<file path="config.mk">
export PLATFORM = sky130hd
export DESIGN_NAME = mux_scan_sequencer
export DESIGN_NICKNAME = d
export VERILOG_FILES = /design/src/rtl/mux_scan_sequencer.sv
export SDC_FILE = /design/constraint.sdc
export NUM_CORES = 1
export LEC_CHECK = 0
export CORE_MARGIN = 3
export CORE_UTILIZATION = 55
export DETAILED_ROUTE_END_ITERATION = 10
export PLACE_DENSITY_LB_ADDON = 0.12
export SLEW_MARGIN = 20
export SYNTH_ARGS = -nofsm -noshare
export SYNTH_HDL_FRONTEND = slang
export SYNTH_SLANG_ARGS = --single-unit
</file>
<file path="constraint.sdc">
create_clock -name clk -period 4.8 [get_ports clk]
set_input_delay 1.2 -clock clk [delete_from_list [all_inputs] [get_ports clk]]
set_output_delay 1.2 -clock clk [all_outputs]
set_load 0.02 [all_outputs]
</file>
<file path="src/rtl/mux_scan_sequencer.sv">
// mux_scan_sequencer: steps a 4:1 mux select through channels 0..3.
// On each channel it waits SETTLE_CYCLES, then captures mux_out. After
// channel 3 it presents all four bits as one word with a one-cycle valid.
// Optional feature macro: MUX_SCAN_CHANGE_DET_EN adds a registered
// 'changed' flag comparing each completed sample with the previous one.
//
// state   | meaning
// --------+-----------------------------------------------------------
// IDLE    | waiting for start; sel holds last channel
// SETTLE  | sel driven, counting settle cycles
// CAPTURE | sample mux_out at the closing edge, advance or finish
// DONE    | sample word valid for exactly one cycle
module mux_scan_sequencer #(
  parameter int SETTLE_CYCLES = 1
) (
  input  logic       clk,
  input  logic       rst_n,
  input  logic       start,
  input  logic       mux_out,
  output logic [1:0] sel,
  output logic [3:0] sample,
  output logic       valid,
`ifdef MUX_SCAN_CHANGE_DET_EN
  output logic       changed,
`endif
  output logic       busy
);

  typedef enum logic [1:0] {IDLE, SETTLE, CAPTURE, DONE} state_t;

  localparam logic [3:0] SETTLE_LAST = 4'(SETTLE_CYCLES - 1);

  state_t     state, state_nxt;
  logic [3:0] cnt, cnt_nxt;
  logic [1:0] sel_nxt;
  logic [2:0] shadow, shadow_nxt;
  logic [3:0] sample_nxt;
  logic       valid_nxt, busy_nxt;

  // State, datapath and registered outputs.
  always_ff @(posedge clk or negedge rst_n) begin
    if (!rst_n) begin
      state  <= IDLE;
      cnt    <= '0;
      sel    <= '0;
      shadow <= '0;
      sample <= '0;
      valid  <= 1'b0;
      busy   <= 1'b0;
    end else begin
      state  <= state_nxt;
      cnt    <= cnt_nxt;
      sel    <= sel_nxt;
      shadow <= shadow_nxt;
      sample <= sample_nxt;
      valid  <= valid_nxt;
      busy   <= busy_nxt;
    end
  end

  // Next-state and next-output decode; valid/busy follow the next state so
  // that they are registered alongside it.
  always_comb begin
    state_nxt  = state;
    cnt_nxt    = cnt;
    sel_nxt    = sel;
    shadow_nxt = shadow;
    sample_nxt = sample;
    case (state)
      IDLE: begin
        if (start) begin
          state_nxt = SETTLE;
          sel_nxt   = 2'd0;
          cnt_nxt   = 4'd0;
        end
      end
      SETTLE: begin
        if (cnt == SETTLE_LAST) state_nxt = CAPTURE;
        else                    cnt_nxt   = cnt + 4'd1;
      end
      CAPTURE: begin
        if (sel != 2'd3) begin
          case (sel)
            2'd0:    shadow_nxt[0] = mux_out;
            2'd1:    shadow_nxt[1] = mux_out;
            default: shadow_nxt[2] = mux_out;
          endcase
          sel_nxt   = sel + 2'd1;
          cnt_nxt   = 4'd0;
          state_nxt = SETTLE;
        end else begin
          // Whole word lands on one edge so sample is never partial.
          sample_nxt = {mux_out, shadow};
          state_nxt  = DONE;
        end
      end
      default: state_nxt = IDLE;
    endcase
    busy_nxt  = (state_nxt == SETTLE) || (state_nxt == CAPTURE);
    valid_nxt = (state_nxt == DONE);
  end

`ifdef MUX_SCAN_CHANGE_DET_EN
  logic [3:0] prev, prev_nxt;
  logic       changed_nxt;

  // Compare the word being committed against the previously committed one.
  always_comb begin
    prev_nxt    = prev;
    changed_nxt = changed;
    if ((state == CAPTURE) && (sel == 2'd3)) begin
      changed_nxt = (sample_nxt != prev);
      prev_nxt    = sample_nxt;
    end
  end

  // Previous-sample and change-flag registers.
  always_ff @(posedge clk or negedge rst_n) begin
    if (!rst_n) begin
      prev    <= '0;
      changed <= 1'b0;
    end else begin
      prev    <= prev_nxt;
      changed <= changed_nxt;
    end
  end
`endif

endmodule

</file>
**Word-level counts from Yosys, hierarchy flattened**

Index checks and enable logic that the tools add are counted.

- Logic and storage cells: 47
- Flip-flop bits (word level): 17
- Input port bits: 4
- Output and inout port bits: 8

- Bitwise gates (word level): 2
- Equal/unequal tests: 10
- Reductions and logical operators: 13
- $add $sub $neg: 2
- Mux-type cells: 11

Operators by type and width:

| kind | count |
|---|---|
| $mux 4 | 3 |
| $pmux 4 s3 | 1 |
| $reduce_and 3->1 | 4 |
| $mux 2 | 5 |
| $ne 2x2->1 const B | 4 |
| $eq 2x1->1 const B | 3 |
| $eq 2x2->1 const B | 3 |
| $pmux 2 s3 | 1 |
| $add 4x1->4 const B | 1 |
| $logic_not 2->1 | 2 |
| $logic_not 4->1 | 1 |
| $pmux 2 s2 | 1 |
| $reduce_and 4->1 | 1 |
| $reduce_bool 3->1 | 1 |
| $add 2x1->2 const B | 1 |
| $not 1->1 | 2 |
| $reduce_and 2->1 | 1 |
| $reduce_bool 2->1 | 1 |
| $reduce_or 2->1 | 1 |
| $logic_or 1x1->1 | 1 |

**Logic depth before layout (Yosys ltp)**

Gate-level depths: netlist of run 1.

- Word-level depth: 5
- Gate-level depth with buffers: 6
- Mapped depth without buffers: 6

**Worst setup path after synthesis of run 1**

OpenSTA, ideal clock, no wires.

- Kind: input port to flip-flop
- From: in start
- To: reg busy
- Stages on the path: 3
- Library setup time: 126 ps
- Required time: 4674 ps
- Arrival: 1830 ps
- Setup slack: 2844 ps
- Path through: o21bai_1 nand2_1 ha_1

- Longest elaborated chain between the ends: 4

RTL lines:

| item | RTL line | source |
|---|---|---|
| start: declaration | 18 | `input logic start,` |
| $mux 2 * | 71 | `if (start) begin` |
| $pmux 2 s3 * | 69 | `case (state)` |
| via state_nxt[0] | 33 | `state_t state, state_nxt;` |
| $eq 2x1->1 or $eq 2x2->1 (tied branches) | 99 | `busy_nxt = (state_nxt == SETTLE) \|\| (state_nxt == CAPTURE);` |
| $logic_or 1x1->1 * | 99 |  |
| via busy_nxt | 38 | `logic valid_nxt, busy_nxt;` |
| end signal: assignment | 57 | `busy <= busy_nxt;` |
| end: declaration | 26 | `output logic busy` |

The timed path passes the listed nets; every way through them passes the cells marked *.
A chain may end at the register's enable or synchronous reset.

**Final worst setup path of run 1**

- From: reg sel[1]
- To: out sel[1]

RTL lines:

| item | RTL line | source |
|---|---|---|
| start: declaration | 20 | `output logic [1:0] sel,` |
| start signal: assignment | 53 | `sel <= sel_nxt;` |

No word-level cell between the ends.

==> results of run 1 <==
==> Yosys cell counts <==
cell type	count	area (sq um)
dfrtp_1	17	425
ha_1	7	87.6
inv_1	6	22.5
nand2_1	6	22.5
mux2_2	4	45.0
mux2_4	4	60.1
a22o_1	3	26.3
o22ai_1	3	18.8
nand2b_1	2	12.5
nor2_1	2	7.51
o21ai_0	2	10.0
a211o_1	1	8.76
and2_1	1	6.26
mux2i_1	1	10.0
nand2_2	1	6.26
nand3_1	1	5.00
nand3b_1	1	7.51
nor2b_2	1	8.76
nor3b_1	1	7.51
nor3b_2	1	12.5
o21bai_1	1	7.51
or3b_2	1	8.76
xnor2_1	1	8.76
==> layout make-up <==
cell class	instances	area, sq um	area share
well taps	15	18.8	0.0189
repair buffers	11	110	0.111
multi-input cells	45	388	0.391
inverters	6	22.5	0.0227
flip-flops and latches	17	425	0.429
clock buffers	4	26.3	0.0265
==> stage by stage <==
step           instance area (sq um)  setup WS [ps]  std cells   util  hold WS (ps)
3_5_place_dp                     965           2360         94  0.706           487
2_1_floorplan                    836           2840         68      -           476
4_1_cts                          991           2220         98  0.725           508
6_report                         991           2230         98  0.725           504
3_3_place_gp                     965           2390         94  0.706           489
5_1_grt                          991           2160         98  0.725           515
==> routing by layer <==
metal	track usage	part of all wire	vias to the layer above	wire length (microns)
li1	-	-	266	-
met1	0.227	0.46	278	671
met2	0.263	0.48	14	703
met3	0.0478	0.040	4	58
met4	0.0877	0.016	0	23
met5	0	0	-	0
==> power by group <==
group	leakage (nW)	internal, mW	switching [mW]
registers	0.214	0.195	0.0443
clock network	0.0150	0.0323	0.0405
logic	0.225	0.130	0.110
==> cell families (layout without fill, tap and decap cells) <==
logic type | count (synthesis) | after routing | synth area share
mux | 9 | 9 | 0.138
simple gates | 18 | 18 | 0.126
xor+xnor | 1 | 1 | 0.0105
buf+inv | 6 | 21 | 0.0269
fa+ha+maj | 7 | 7 | 0.105
flops | 17 | 17 | 0.509
compound gates | 10 | 10 | 0.0853
==> path summary, 6_finish.rpt <==
path | end | slack, ps
worst min register to register | sample[0] | 500
min in group asynchronous | sample[0] | 1350
worst max register to register | busy | 3000
max in group asynchronous | cnt[0] | 2990
worst max-delay path | sel[1] | 2230
worst min-delay path | sample[0] | 500
==> registers in the layout, indices dropped and copies added, names as in the netlist <==
signal  count
sample      4
state       2
busy        1
shadow      3
sel         2
cnt         4
valid       1
==> impl_metrics.py, run 1 <==
metrics = {
    "clock_tree": {
        "cts-root-buf": "clkbuf_4",
        "cts-htree-levels": 1,
        "ctsHoldBuffers": 0,
        "post-cts-setup-buffers": 0,
        "clk_latency_ps": 280,
        "cts_tree": "done",
        "cts_max_path_buffers": 2,
        "cts.clk_slew.worst_paths_ps": 90,
        "numCtsBuffers": 3,
        "cts.repair.resized": 0,
        "cts_sinks": 17,
    },
    "yosys": {
        "syn_area_sq_um": 836,
        "yosysWarnings": 0,
        "syn_inst": 68,
        "synth_nets": 79,
        "synth.distinct_cells": 23,
        "synth-seq-cells": 17,
        "yosysSeqAreaShare": 0.509,
        "synth.avg_cell_area_sq_um": 12.3,
    },
    "floorplan": {
        "core_sq_mm": 0.00137,
        "dieArea_sq_mm": 0.00202,
        "chipHeight_microns": 45.0,
        "die_x_microns": 45.0,
        "io_pins": 12,
        "start_util": 0.612,
        "rows": 13,
    },
    "global_route": {
        "grt_pass1_vias": 554,
        "grt_usage": 0.174,
        "grt_pass1_wl_microns": 2440,
        "antenna_found_initial": 0,
        "grt_overflow": 0,
        "grt_start_max_net_pins": 18,
    },
    "place": {
        "gp_congestion": 0.732,
        "portBuffers": 11,
        "hpwlAfterDp_microns": 1140,
    },
    "critical_path": {
        "crit_buf_inv": 1,
        "crit_path_start_kind": "flop",
        "cp_cell_sequence": "clkdlybuf4s50_1",
        "r2r_start": "cnt[0]",
        "end_kind": "output pin",
        "cp_slowest_stage_delay_ps": 640,
        "worstSetupPathType": "reg2out",
        "slowest_stage": "clkdlybuf4s50_1",
        "cp_top_family": "buffers and inverters",
        "critical_path.max_fanout": 6,
        "ff2ff_path_depth": 6,
        "crit_arrival_ps": 1370,
        "worstPathRequired_ps": 3600,
        "cp.depth": 1,
        "crit_path_start": "sel[1]",
    },
    "route": {
        "wl_microns": 1460,
        "firstDrtPassIters": 3,
        "post_drt_wl_per_cell_microns": 14.9,
        "drtIter0Drc": 8,
        "ant_nets": 0,
        "drc": 0,
        "viasPerCell": 5.73,
        "vias": 562,
    },
    "sta": {
        "setup_viol": 0,
        "finalCriticalPeriod_ps": 2570,
        "fmax_mhz": 389,
        "rsz0062_at_grt": "false",
        "hold_violations": 0,
        "period_share": 0.536,
        "final_max_slew_viol_count": 0,
        "relSlewSlack": 0.509,
        "fin_setup_tns_ps": 0,
        "finClkSkew_ps": 1.16,
        "worstMarginPinSlew_ps": 734,
    },
    "layout": {
        "drive_above_1_share": 0.181,
        "nNetsFinal": 95,
        "layout_common_cells": "dfrtp_1, clkdlybuf4s50_1, ha_1",
        "antenna_cells": 0,
        "area_delta_synth_final_pct": 18.6,
        "final_common_cell": "dfrtp_1",
        "nFillCells": 105,
    },
    "hold_path": {
        "hold_depth": 1,
        "worstHoldStart": "shadow[0]",
        "hp-class": "reg2reg",
    },
    "power_and_ir_drop": {
        "ir_drop_uv": 314,
        "p_leak_nw": 0.454,
        "finalPower_mw": 0.552,
        "p_per_area_mw_per_mm2": 557,
    },
    "run": {
        "cap_violations": 0,
    },
    "run_status": {
        "status": "finished, final reports clean",
    },
}
Power figures use the tool's default switching activity.
==> run 2, diff against run 1 <==
CORE_UTILIZATION = 46   (was 55)
clock period = 2.3 ns   (was 4.8 ns; I/O delays follow)
==> run 2 against run 1 <==
Net effect:
- via count is 3.4% lower
- clock-buffer cell count decreased by 1
- setup slack got worse by 1900 ps
- first-iteration DRC count fell by 25%
- register-to-register slack lost 2500 ps
- clock skew hardly changed
- global-route usage is 4.9 points lower
- largest cell class unchanged
- largest power group is now sequential cells
- highest routed layer unchanged
==> impl_metrics.py, run 2 (synthesis results as in run 1) <==
metrics = {
    "route": {
        "drc": 0,
        "viasPerCell": 5.03,
        "post_drt_wl_per_cell_microns": 12.2,
        "drtIter0Drc": 6,
        "ant_nets": 0,
        "firstDrtPassIters": 3,
        "vias": 543,
        "wl_microns": 1320,
    },
    "sta": {
        "fmax_mhz": 511,
        "setup_viol": 0,
        "final_max_slew_viol_count": 0,
        "finalCriticalPeriod_ps": 1960,
        "rsz0062_at_grt": "false",
        "relSlewSlack": 0.731,
        "worstMarginPinSlew_ps": 402,
        "hold_violations": 0,
        "period_share": 0.851,
        "finClkSkew_ps": 0.679,
        "worst_hold_slack_ps": 514,
        "fin_setup_tns_ps": 0,
    },
    "layout": {
        "nNetsFinal": 96,
        "layout_common_cells": "dfrtp_1, clkdlybuf4s50_1, ha_1",
        "nFillCells": 136,
        "fin_util": 0.627,
        "reg_top3": "cnt (4), sample (4), shadow (3)",
        "antenna_cells": 0,
        "drive_above_1_share": 0.202,
        "final_common_cell": "dfrtp_1",
        "instances_no_fill": 108,
        "area_delta_synth_final_pct": 21.0,
    },
    "clock_tree": {
        "cts.clk_slew.worst_paths_ps": 100,
        "cts-htree-levels": 1,
        "cts.repair.resized": 0,
        "clk_latency_ps": 290,
        "numCtsBuffers": 3,
        "cts-root-buf": "clkbuf_4",
        "cts_tree": "done",
        "ctsHoldBuffers": 0,
        "cts_max_path_buffers": 2,
        "cts_sinks": 17,
        "post-cts-setup-buffers": 0,
    },
    "floorplan": {
        "dieArea_sq_mm": 0.00236,
        "core_sq_mm": 0.00161,
        "rows": 14,
        "die_x_microns": 48.6,
        "io_pins": 12,
        "start_util": 0.519,
        "chipHeight_microns": 48.6,
    },
    "critical_path": {
        "cp_top_family": "buffers and inverters",
        "crit_arrival_ps": 1380,
        "slowest_stage": "clkdlybuf4s50_1",
        "worstPathRequired_ps": 1730,
        "crit_buf_inv": 1,
        "worstSetupPathType": "reg2out",
        "cp_cell_sequence": "clkdlybuf4s50_1",
        "critical_path.max_fanout": 6,
        "end_kind": "output pin",
        "crit_path_start_kind": "flop",
        "cp_slowest_stage_delay_ps": 640,
    },
    "global_route": {
        "grt_pass1_wl_microns": 2270,
        "grt_usage": 0.125,
        "grt_pass1_vias": 532,
        "antenna_found_initial": 0,
        "grt_overflow": 0,
        "grt_start_max_net_pins": 11,
    },
    "place": {
        "gp_congestion": 0.725,
        "portBuffers": 11,
        "hpwlAfterDp_microns": 992,
        "dp.cells": 104,
    },
    "run_status": {
        "status": "finished, final reports clean",
    },
    "power_and_ir_drop": {
        "p_leak_nw": 0.461,
        "ir_drop_uv": 520,
        "p_per_area_mw_per_mm2": 1130,
    },
    "run": {
        "cap_violations": 0,
    },
    "hold_path": {
        "hp-class": "reg2reg",
    },
}
[run 2: worst reg2reg max path, delay by kind of cell (launching register included)]
kind | cells | cell delay (ps)
buf+inv | 1 | 80
flops | 1 | 440
fa+ha+maj | 2 | 470
simple gates | 3 | 690
[run 2: report_power, final]
group          leakage (nW)  switching [mW]  internal [mW]  total [mW]
combinational         0.230           0.218          0.271       0.489
clock                0.0177          0.0966         0.0647       0.161
sequential            0.214          0.0836          0.407       0.491
[run 2: worst paths after layout]
kind	start	to	cells past startpoint	slack, ps
worst max register to register	cnt[0]	busy	6	510
worst max-delay path	sel[1]	sel[1]	1	340
max in group asynchronous	rst_n	cnt[1]	2	1270
worst min-delay path	shadow[1]	sample[1]	1	510
worst min register to register	shadow[1]	sample[1]	1	510
min in group asynchronous	rst_n	sample[3]	1	570
[run 2: metrics by stage]
stage                     total power [mW]  setup slack (ps)  instance area [sq um]
final                                 1.14               343                   1010
after global routing                  1.23               281                   1010
after CTS                             1.16               335                   1010
after detailed placement             0.992               487                    983
after global placement               0.992               499                    983
after floorplan                      0.801               657                    836
[run 2: cell type report]
type	instances	area, sq um	share of cell area
Clock buffer	3	22.5	0.0223
Timing Repair Buffer	12	118	0.116
Inverter	6	22.5	0.0223
Clock inverter	1	5.00	0.00495
Sequential cell	17	425	0.421
Multi-Input combinational cell	45	388	0.384
Tap cell	24	30.0	0.0297
[run 2: metal layers]
layer	GRT usage	share of wire
met5	0	0
met4	0.0711	0.020
met3	0.0245	0.043
met2	0.197	0.47
met1	0.159	0.47
==> run 3, diff against run 2 <==
--- a/config.mk
+++ b/config.mk
@@ -10,3 +10,3 @@
 export DETAILED_ROUTE_END_ITERATION = 10
-export PLACE_DENSITY_LB_ADDON = 0.12
+export PLACE_DENSITY = 0.72
 export SLEW_MARGIN = 20
==> constraint.sdc (replaced) <==
create_clock -name clk -period 2.3 [get_ports clk]
set_input_delay 0.23 -clock clk [delete_from_list [all_inputs] [get_ports clk]]
set_output_delay 0.23 -clock clk [all_outputs]
set_load 0.02 [all_outputs]
==> run 3 against run 2 <==
Net effect:
- cell count shrank 0.93%
- utilization shrank 0.54 points
- clock power fell by 4%
- flip-flop and latch count stayed put
- worst hold slack got worse by 140 ps
- critical path type is now reg2reg
- largest power group unchanged
- setup slack improved by 160 ps
- combinational power rose by 0.8%
- first-iteration DRC count unchanged
- clock skew rose by 13 ps
- register-to-register slack is essentially flat
- sequential share of layout area increased by 0.37 points
==> impl_metrics.py, run 3 (synthesis results as in run 1) <==
metrics = {
    "run_status": {
        "status": "finished, final reports clean",
    },
    "sta": {
        "period_share": 0.781,
        "fin_setup_tns_ps": 0,
        "setup_viol": 0,
        "worst_slack_ps": 505,
        "hold_violations": 0,
        "worst_hold_slack_ps": 369,
        "rsz0062_at_grt": "false",
        "relSlewSlack": 0.503,
        "final_max_slew_viol_count": 0,
        "finClkSkew_ps": 13.5,
        "fmax_mhz": 557,
        "finalCriticalPeriod_ps": 1800,
        "worstMarginPinSlew_ps": 743,
    },
    "global_route": {
        "grt_pass1_vias": 569,
        "grt_pass1_wl_microns": 2560,
        "antenna_found_initial": 0,
        "grt_overflow": 0,
        "grt_usage": 0.140,
        "grt_start_max_net_pins": 18,
    },
    "clock_tree": {
        "numCtsBuffers": 3,
        "cts-htree-levels": 1,
        "cts_tree": "done",
        "cts.clk_slew.worst_paths_ps": 100,
        "post-cts-setup-buffers": 0,
        "clk_latency_ps": 290,
        "cts-root-buf": "clkbuf_4",
        "cts.repair.resized": 0,
        "ctsHoldBuffers": 0,
        "cts_sinks": 17,
        "cts_max_path_buffers": 2,
    },
    "route": {
        "drc": 0,
        "firstDrtPassIters": 4,
        "post_drt_wl_per_cell_microns": 12.7,
        "ant_nets": 0,
        "vias": 542,
        "drtIter0Drc": 6,
        "viasPerCell": 5.07,
        "wl_microns": 1360,
    },
    "floorplan": {
        "io_pins": 12,
        "die_x_microns": 48.6,
        "chipHeight_microns": 48.6,
        "dieArea_sq_mm": 0.00236,
        "start_util": 0.519,
        "core_sq_mm": 0.00161,
        "rows": 14,
    },
    "layout": {
        "fin_util": 0.622,
        "area_delta_synth_final_pct": 19.9,
        "drive_above_1_share": 0.181,
        "layout_common_cells": "dfrtp_1, clkdlybuf4s50_1, ha_1",
        "final_common_cell": "dfrtp_1",
        "nNetsFinal": 95,
        "reg_top3": "cnt (4), sample (4), shadow (3)",
        "antenna_cells": 0,
        "instances_no_fill": 107,
        "final_area_sq_mm": 0.00100,
    },
    "place": {
        "portBuffers": 11,
        "placed_cell_area_sq_um": 976,
        "post-place-ws_ps": 523,
        "dp.cells": 103,
        "hpwlAfterDp_microns": 1010,
        "gp_congestion": 0.857,
    },
    "power_and_ir_drop": {
        "ir_drop_uv": 718,
        "p_per_area_mw_per_mm2": 1140,
        "p_leak_nw": 0.454,
        "finalPower_mw": 1.14,
    },
    "run": {
        "cap_violations": 0,
    },
    "critical_path": {
        "worstPathRequired_ps": 2470,
        "end_kind": "flop",
        "worstSetupPathType": "reg2reg",
        "crit_path_start_kind": "flop",
        "crit_arrival_ps": 1960,
        "critical_path.max_fanout": 3,
    },
    "hold_path": {
        "hp-class": "in2async",
    },
}
[run 3: cell count changes in the layout (fill, tap and decap cells not counted), sizes merged]
cell	delta
buf	-1
clkinv	-1
clkbuf	+1
[run 3: where the power goes]
part / leakage (nW) / total [mW] / switching [mW] / internal [mW]
clock: 0.0150 / 0.154 / 0.0868 / 0.0674
sequential: 0.214 / 0.496 / 0.0882 / 0.407
combinational: 0.225 / 0.493 / 0.223 / 0.270
total: 0.454 / 1.14 / 0.398 / 0.745
[run 3: path summary, 6_finish.rpt]
| check | depth (start not counted) | slack [ps] | from | endpoint |
|---|---|---|---|---|
| hold reg to reg | 1 | 510 | sample[2] | sample[2] |
| max in group asynchronous | 1 | 1450 | rst_n | cnt[0] |
| hold / removal | 1 | 370 | rst_n | sel[0] |
| min in group clk | 1 | 510 | sample[2] | sample[2] |
| setup reg to reg | 5 | 500 | cnt[1] | busy |
| setup / recovery | 5 | 500 | cnt[1] | busy |
[run 3: cell type report]
class	instances	area, sq um
multi-input combinational	45	388
timing repair buffer	11	110
inverter	6	22.5
fill	142	609
clock buffer	4	26.3
sequential	17	425
tap	24	30.0
[run 3: routing by layer]
layer / vias to the layer above / share of wire / routed length, microns / global-route usage
met5: - / 0 / 0 / 0
met4: 0 / 0.0073 / 10 / 0.0427
met3: 2 / 0.059 / 80 / 0.0613
met2: 13 / 0.46 / 625 / 0.208
met1: 258 / 0.47 / 646 / 0.184
li1: 269 / - / - / -
[run 3: worst max-delay path, stage by stage, from the launching register on]
cell     delay, ps
dfrtp_1        400
inv_1           90
ha_1           180
or3b_2         460
o21ai_0        260
ha_1           280
